===== config.mk =====
export PLATFORM = sky130hd
export DESIGN_NAME = sd_spi_engine
export DESIGN_NICKNAME = d
export VERILOG_FILES = /design/src/rtl/sd_spi_engine.sv
export SDC_FILE = /design/constraint.sdc
export NUM_CORES = 1
export LEC_CHECK = 0
export CAP_MARGIN = 20
export CORE_ASPECT_RATIO = 0.7
export CORE_MARGIN = 3
export CORE_UTILIZATION = 44
export DETAILED_ROUTE_END_ITERATION = 10
export GPL_TIMING_DRIVEN = 0
export SYNTH_ARGS = -nofsm -noshare
export SYNTH_HDL_FRONTEND = slang
export SYNTH_SLANG_ARGS = --single-unit

===== constraint.sdc =====
create_clock -name clock -period 2.6 [get_ports clock]
set_input_delay 0.52 -clock clock [delete_from_list [all_inputs] [get_ports clock]]
set_output_delay 0.52 -clock clock [all_outputs]
set_load 0.03 [all_outputs]

===== src/rtl/sd_spi_engine.sv =====
// SD card SPI byte sequencer behind the CPU data/command ports.
// Runs init, exchange, select and poll commands in SPI mode 0.
module sd_spi_engine #(
    parameter int SLOW_DIV   = 64,
    parameter int FAST_DIV   = 2,
    parameter int INIT_BYTES = 10,
    parameter int POLL_MAX   = 255
) (
    input  logic       clock,
    input  logic       reset_n,
    input  logic       sd_signal,
    input  logic [1:0] sd_cmd,
    input  logic [7:0] sd_out,
    output logic [7:0] sd_din,
    output logic       sd_busy,
    output logic       sd_timeout,
    output logic       spi_cs_n,
    output logic       spi_sclk,
    output logic       spi_mosi,
    input  logic       spi_miso
);

    localparam int DIV_MAX = ((SLOW_DIV > FAST_DIV) ? SLOW_DIV : FAST_DIV) - 1;
    localparam int DW      = (DIV_MAX > 0) ? $clog2(DIV_MAX + 1) : 1;

    localparam logic [DW-1:0] SLOW_LIM  = DW'(SLOW_DIV - 1);
    localparam logic [DW-1:0] FAST_LIM  = DW'(FAST_DIV - 1);
    localparam logic [DW-1:0] DIV_ONE   = DW'(1);
    localparam logic [7:0]    INIT_LAST = 8'(INIT_BYTES - 1);
    localparam logic [7:0]    POLL_LAST = 8'(POLL_MAX - 1);

    localparam logic [1:0] CMD_INIT = 2'd0;
    localparam logic [1:0] CMD_XCHG = 2'd1;
    localparam logic [1:0] CMD_SEL  = 2'd2;
    localparam logic [1:0] CMD_POLL = 2'd3;

    typedef enum logic [2:0] {
        IDLE,
        LOAD,
        BIT_LO,
        BIT_HI,
        BYTE_END
    } state_t;

    state_t          state;
    state_t          state_next;
    logic [1:0]      cmd_q;
    logic [7:0]      tx_byte;
    logic [7:0]      shreg;
    logic [7:0]      rx_sh;
    logic [DW-1:0]   div_cnt;
    logic [DW-1:0]   div_lim;
    logic            slow_sel;
    logic [2:0]      bit_cnt;
    logic [7:0]      byte_cnt;
    logic [7:0]      load_byte;
    logic            accept;
    logic            phase_end;
    logic            last_bit;
    logic            poll_hit;
    logic            poll_out;
    logic            cmd_done;

    assign accept    = (state == IDLE) && sd_signal;
    assign div_lim   = slow_sel ? SLOW_LIM : FAST_LIM;
    assign phase_end = (div_cnt == div_lim);
    assign last_bit  = (bit_cnt == 3'd7);
    assign poll_hit  = (sd_din != 8'hFF);
    assign poll_out  = (byte_cnt == POLL_LAST);
    assign load_byte = (cmd_q == CMD_XCHG) ? tx_byte : 8'hFF;
    assign sd_busy   = (state != IDLE);

    // State register.
    always_ff @(posedge clock) begin
        if (!reset_n) begin
            state <= IDLE;
        end else begin
            state <= state_next;
        end
    end

    // Next-state logic and end-of-byte decision.
    always_comb begin
        state_next = state;
        cmd_done   = 1'b1;
        case (cmd_q)
            CMD_INIT: cmd_done = (byte_cnt == INIT_LAST);
            CMD_POLL: cmd_done = poll_hit || poll_out;
            default:  cmd_done = 1'b1;
        endcase
        case (state)
            IDLE: begin
                if (accept) begin
                    state_next = (sd_cmd == CMD_SEL) ? BYTE_END : LOAD;
                end
            end
            LOAD: state_next = BIT_LO;
            BIT_LO: begin
                if (phase_end) begin
                    state_next = BIT_HI;
                end
            end
            BIT_HI: begin
                if (phase_end) begin
                    state_next = last_bit ? BYTE_END : BIT_LO;
                end
            end
            BYTE_END: state_next = cmd_done ? IDLE : LOAD;
            default: state_next = IDLE;
        endcase
    end

    // Datapath: command latch, divider, shift registers, pins and status.
    always_ff @(posedge clock) begin
        if (!reset_n) begin
            cmd_q      <= CMD_INIT;
            tx_byte    <= 8'hFF;
            shreg      <= 8'hFF;
            rx_sh      <= 8'hFF;
            div_cnt    <= '0;
            slow_sel   <= 1'b0;
            bit_cnt    <= 3'd0;
            byte_cnt   <= 8'd0;
            sd_din     <= 8'hFF;
            sd_timeout <= 1'b0;
            spi_cs_n   <= 1'b1;
            spi_sclk   <= 1'b0;
            spi_mosi   <= 1'b1;
        end else begin
            case (state)
                IDLE: begin
                    if (accept) begin
                        cmd_q      <= sd_cmd;
                        tx_byte    <= sd_out;
                        sd_timeout <= 1'b0;
                        byte_cnt   <= 8'd0;
                        if (sd_cmd == CMD_INIT) begin
                            spi_cs_n <= 1'b1;
                        end
                        if (sd_cmd == CMD_SEL) begin
                            spi_cs_n <= 1'b0;
                        end
                    end
                end
                LOAD: begin
                    shreg    <= load_byte;
                    spi_mosi <= load_byte[7];
                    slow_sel <= (cmd_q == CMD_INIT);
                    div_cnt  <= '0;
                    bit_cnt  <= 3'd0;
                end
                BIT_LO: begin
                    if (phase_end) begin
                        div_cnt  <= '0;
                        spi_sclk <= 1'b1;
                        rx_sh    <= {rx_sh[6:0], spi_miso};
                    end else begin
                        div_cnt <= div_cnt + DIV_ONE;
                    end
                end
                BIT_HI: begin
                    if (phase_end) begin
                        div_cnt  <= '0;
                        spi_sclk <= 1'b0;
                        if (last_bit) begin
                            sd_din <= rx_sh;
                        end else begin
                            bit_cnt  <= bit_cnt + 3'd1;
                            shreg    <= {shreg[6:0], 1'b0};
                            spi_mosi <= shreg[6];
                        end
                    end else begin
                        div_cnt <= div_cnt + DIV_ONE;
                    end
                end
                BYTE_END: begin
                    if (cmd_done) begin
                        spi_mosi <= 1'b1;
                        if (cmd_q == CMD_POLL && !poll_hit && poll_out) begin
                            sd_timeout <= 1'b1;
                        end
                    end else begin
                        byte_cnt <= byte_cnt + 8'd1;
                    end
                end
                default: ;
            endcase
        end
    end

endmodule


==> impl_metrics.json, run 1 <==
{
  "status": "completed",
  "netlist-cell-type-count": 55,
  "drcViolationCount": 0,
  "synth-seq-cells": 58,
  "synth_area_leaders": "dfxtp_1 (43%), nand2_1 (6.9%), mux2i_1 (5.9%), ha_1 (4.1%), a211oi_1 (3.0%)",
  "dp_hpwl_um": 4680,
  "power.density_nw_per_um2": 739,
  "syn-cell-area_sq_um": 2730,
  "gr-total-overflow": 0,
  "drv_slew": 0,
  "clk_path_buf_depth": 2,
  "htreeDepth": 3,
  "syn2layout_area_growth_pct": 20.9,
  "max_freq_mhz": 416,
  "hold_violations": 0,
  "initial_core_util_pct": 46.5,
  "drtAntennaViolNets": 0,
  "synth-seq-area-share_pct": 42.5,
  "cap_viol_max_count": 0,
  "grt_max_degree": 12,
  "synth_edf_count": 0,
  "finClkSkew_ns": 0.00706,
  "synth_commonest_cells": "dfxtp_1 (58), nand2_1 (50), clkbuf_1 (16), mux2i_1 (16), nand3_1 (16)",
  "worstPathCellList": "clkbuf_1 -> or3_1 -> clkdlybuf4s50_1",
  "port_buffers": 25,
  "drtIter0Drc": 122,
  "syn-instance-count": 314,
  "dr.pass1.iters": 4,
  "cts_tree": "built",
  "power.total_mw": 2.44,
  "cts_made_buffers": 9,
  "end_kind": "output port",
  "fin_crit_ns": 2.41,
  "crit_required_ns": 2.08,
  "worstPathMaxFanout": 10,
  "hold_class": "reg -> reg",
  "tns_ns": 0,
  "worstPathArrival_ns": 1.89,
  "ios": 27,
  "routabilityCongestion": 0.785,
  "rows": 23,
  "synth-main-ff-cell": "dfxtp_1",
  "path_class": "reg -> out",
  "vias_per_cell": 5.50,
  "synth.top_cell.area_share_pct": 42.5,
  "drt-total-wl_um": 6690,
  "cts_hold_buffers": 0,
  "setup_viol": 0,
  "die_area_sq_um": 7200,
  "grt_use_total_pct": 19.8,
  "yosysWarnings": 0,
  "path_delay_family": "buffers and inverters",
  "nets": 373,
  "grt_pass1_wl_um": 11300,
  "synth_nets": 337,
  "yosysMostFrequentCell": "dfxtp_1",
  "syn_area_per_cell_sq_um": 8.70,
  "p_leak_nw": 1.24,
  "cts_num_sinks": 58,
  "wl_per_cell_um": 15.6,
  "slowest_stage": "clkdlybuf4s50_1",
  "rsz0062_at_grt": "no",
  "post-route-period-util_pct": 92.5,
  "antenna_found_initial": 0,
  "worstMarginPinSlew_ns": 0.617,
  "path_clk_slew_ns": 0.07,
  "slew_headroom_pct": 58.7,
  "antenna_cells": 0,
  "dieWidth_um": 100,
  "clock_latency_ns": 0.34,
  "clockRootBuffer": "clkbuf_8",
  "max_stage_delay_ns": 0.62,
  "peakVddDrop_v": 0.000351,
  "cp-start-kind": "register",
  "drive_above_1_share_pct": 7.61,
  "async_flop_share_pct": 0,
  "yosysTopAreaCell": "dfxtp_1",
  "die_h_um": 71.9,
  "num_vias": 2365,
  "postCtsSetupRepairBufs": 0,
  "cts-resized-gates": 0,
  "core-area_sq_um": 5870,
  "crit_buf_inv": 2,
  "grt_pass1_vias": 2285
}
## metrics by stage
stage	instances	hold WS (ns)	utilization [%]	area, sq um	setup slack, ns
6_report	430	0.457	56.3	3300	0.195
5_1_grt	430	0.478	56.3	3300	0.151
4_1_cts	430	0.462	56.3	3300	0.188
3_5_place_dp	414	0.445	52.4	3080	0.300
3_3_place_gp	414	0.440	52.4	3080	0.367
2_1_floorplan	314	0.430	-	2730	0.517
## metal layers
metal	vias up	share of wire, %	GRT usage (%)
met5	-	0	0
met4	0	1.3	6.73
met3	8	5.0	5.76
met2	56	40	26.9
met1	1105	54	29.8
li1	1196	-	-
## state kept, by name, indices dropped and copies added, names as in the netlist
register    flops
spi_sclk        1
tx_byte         8
sd_timeout      1
rx_sh           8
div_cnt         6
spi_mosi        1
shreg           7
spi_cs_n        1
sd_din          8
byte_cnt        8
state           3
cmd_q           2
slow_sel        1
bit_cnt         3
## worst paths after layout
kind	startpoint	end	slack, ns	cells past startpoint
worst min-delay path	shreg[1]$_SDFFE_PN1P_	shreg[1]$_SDFFE_PN1P_	0.46	1
worst max register to register	cmd_q[0]$_SDFFE_PN0P_	byte_cnt[2]$_SDFFE_PN0P_	0.25	8
worst min register to register	shreg[1]$_SDFFE_PN1P_	shreg[1]$_SDFFE_PN1P_	0.46	1
worst max-delay path	state[2]$_SDFFE_PN0P_	sd_busy	0.19	3
## power by group
part | switching (mW) | leakage (nW) | internal (mW)
logic | 0.301 | 0.653 | 0.183
registers | 0.0417 | 0.473 | 0.958
clock network | 0.389 | 0.112 | 0.567
## final cells by class
class / count / area (sq um)
well taps: 75 / 93.8
flip-flops and latches: 58 / 1160
plain buffers: 20 / 88.8
clock inverters: 6 / 90.1
inverters: 9 / 33.8
clock buffers: 10 / 138
fillers: 552 / 2570
multi-input cells: 227 / 1450
repair buffers: 25 / 250
## cells by family (layout without fill, tap and decap cells)
group           Yosys count  in the layout  synth area share [%]
compound gates           72             72                  18.5
xor+xnor                  2              2                 0.641
fa+ha+maj                 9              9                  4.12
buf+inv                  29             70                  4.49
flops                    58             58                  42.5
mux                      16             16                  5.86
simple gates            128            128                  23.9
## cell usage in the layout (no fill, tap or decap), types with 3 or more instances in the layout
cell	instances
dfxtp_1	58
nand2_1	50
clkdlybuf4s50_1	25
clkbuf_1	16
mux2i_1	16
nand3_1	16
a21oi_1	15
nor2_1	14
a211oi_1	11
clkbuf_8	10
nand3b_1	9
o21ai_0	9
ha_1	9
inv_1	8
o21ai_1	8
or3_1	6
nor3_1	6
a211o_1	6
nand2b_1	5
and3_1	3
and2_1	3
nand4_1	3
o21a_1	3
No activity file was read; power rests on OpenSTA's default activity.
==> run 2: changes to the inputs <==
--- a/config.mk
+++ b/config.mk
@@ -11,6 +11,7 @@
 export CORE_UTILIZATION = 44
 export DETAILED_ROUTE_END_ITERATION = 10
 export GPL_TIMING_DRIVEN = 0
+export SLEW_MARGIN = 40
 export SYNTH_ARGS = -nofsm -noshare
 export SYNTH_HDL_FRONTEND = slang
 export SYNTH_SLANG_ARGS = --single-unit
==> results of run 2 <==
Final layout, timing and power as in run 1 (identical DEF).
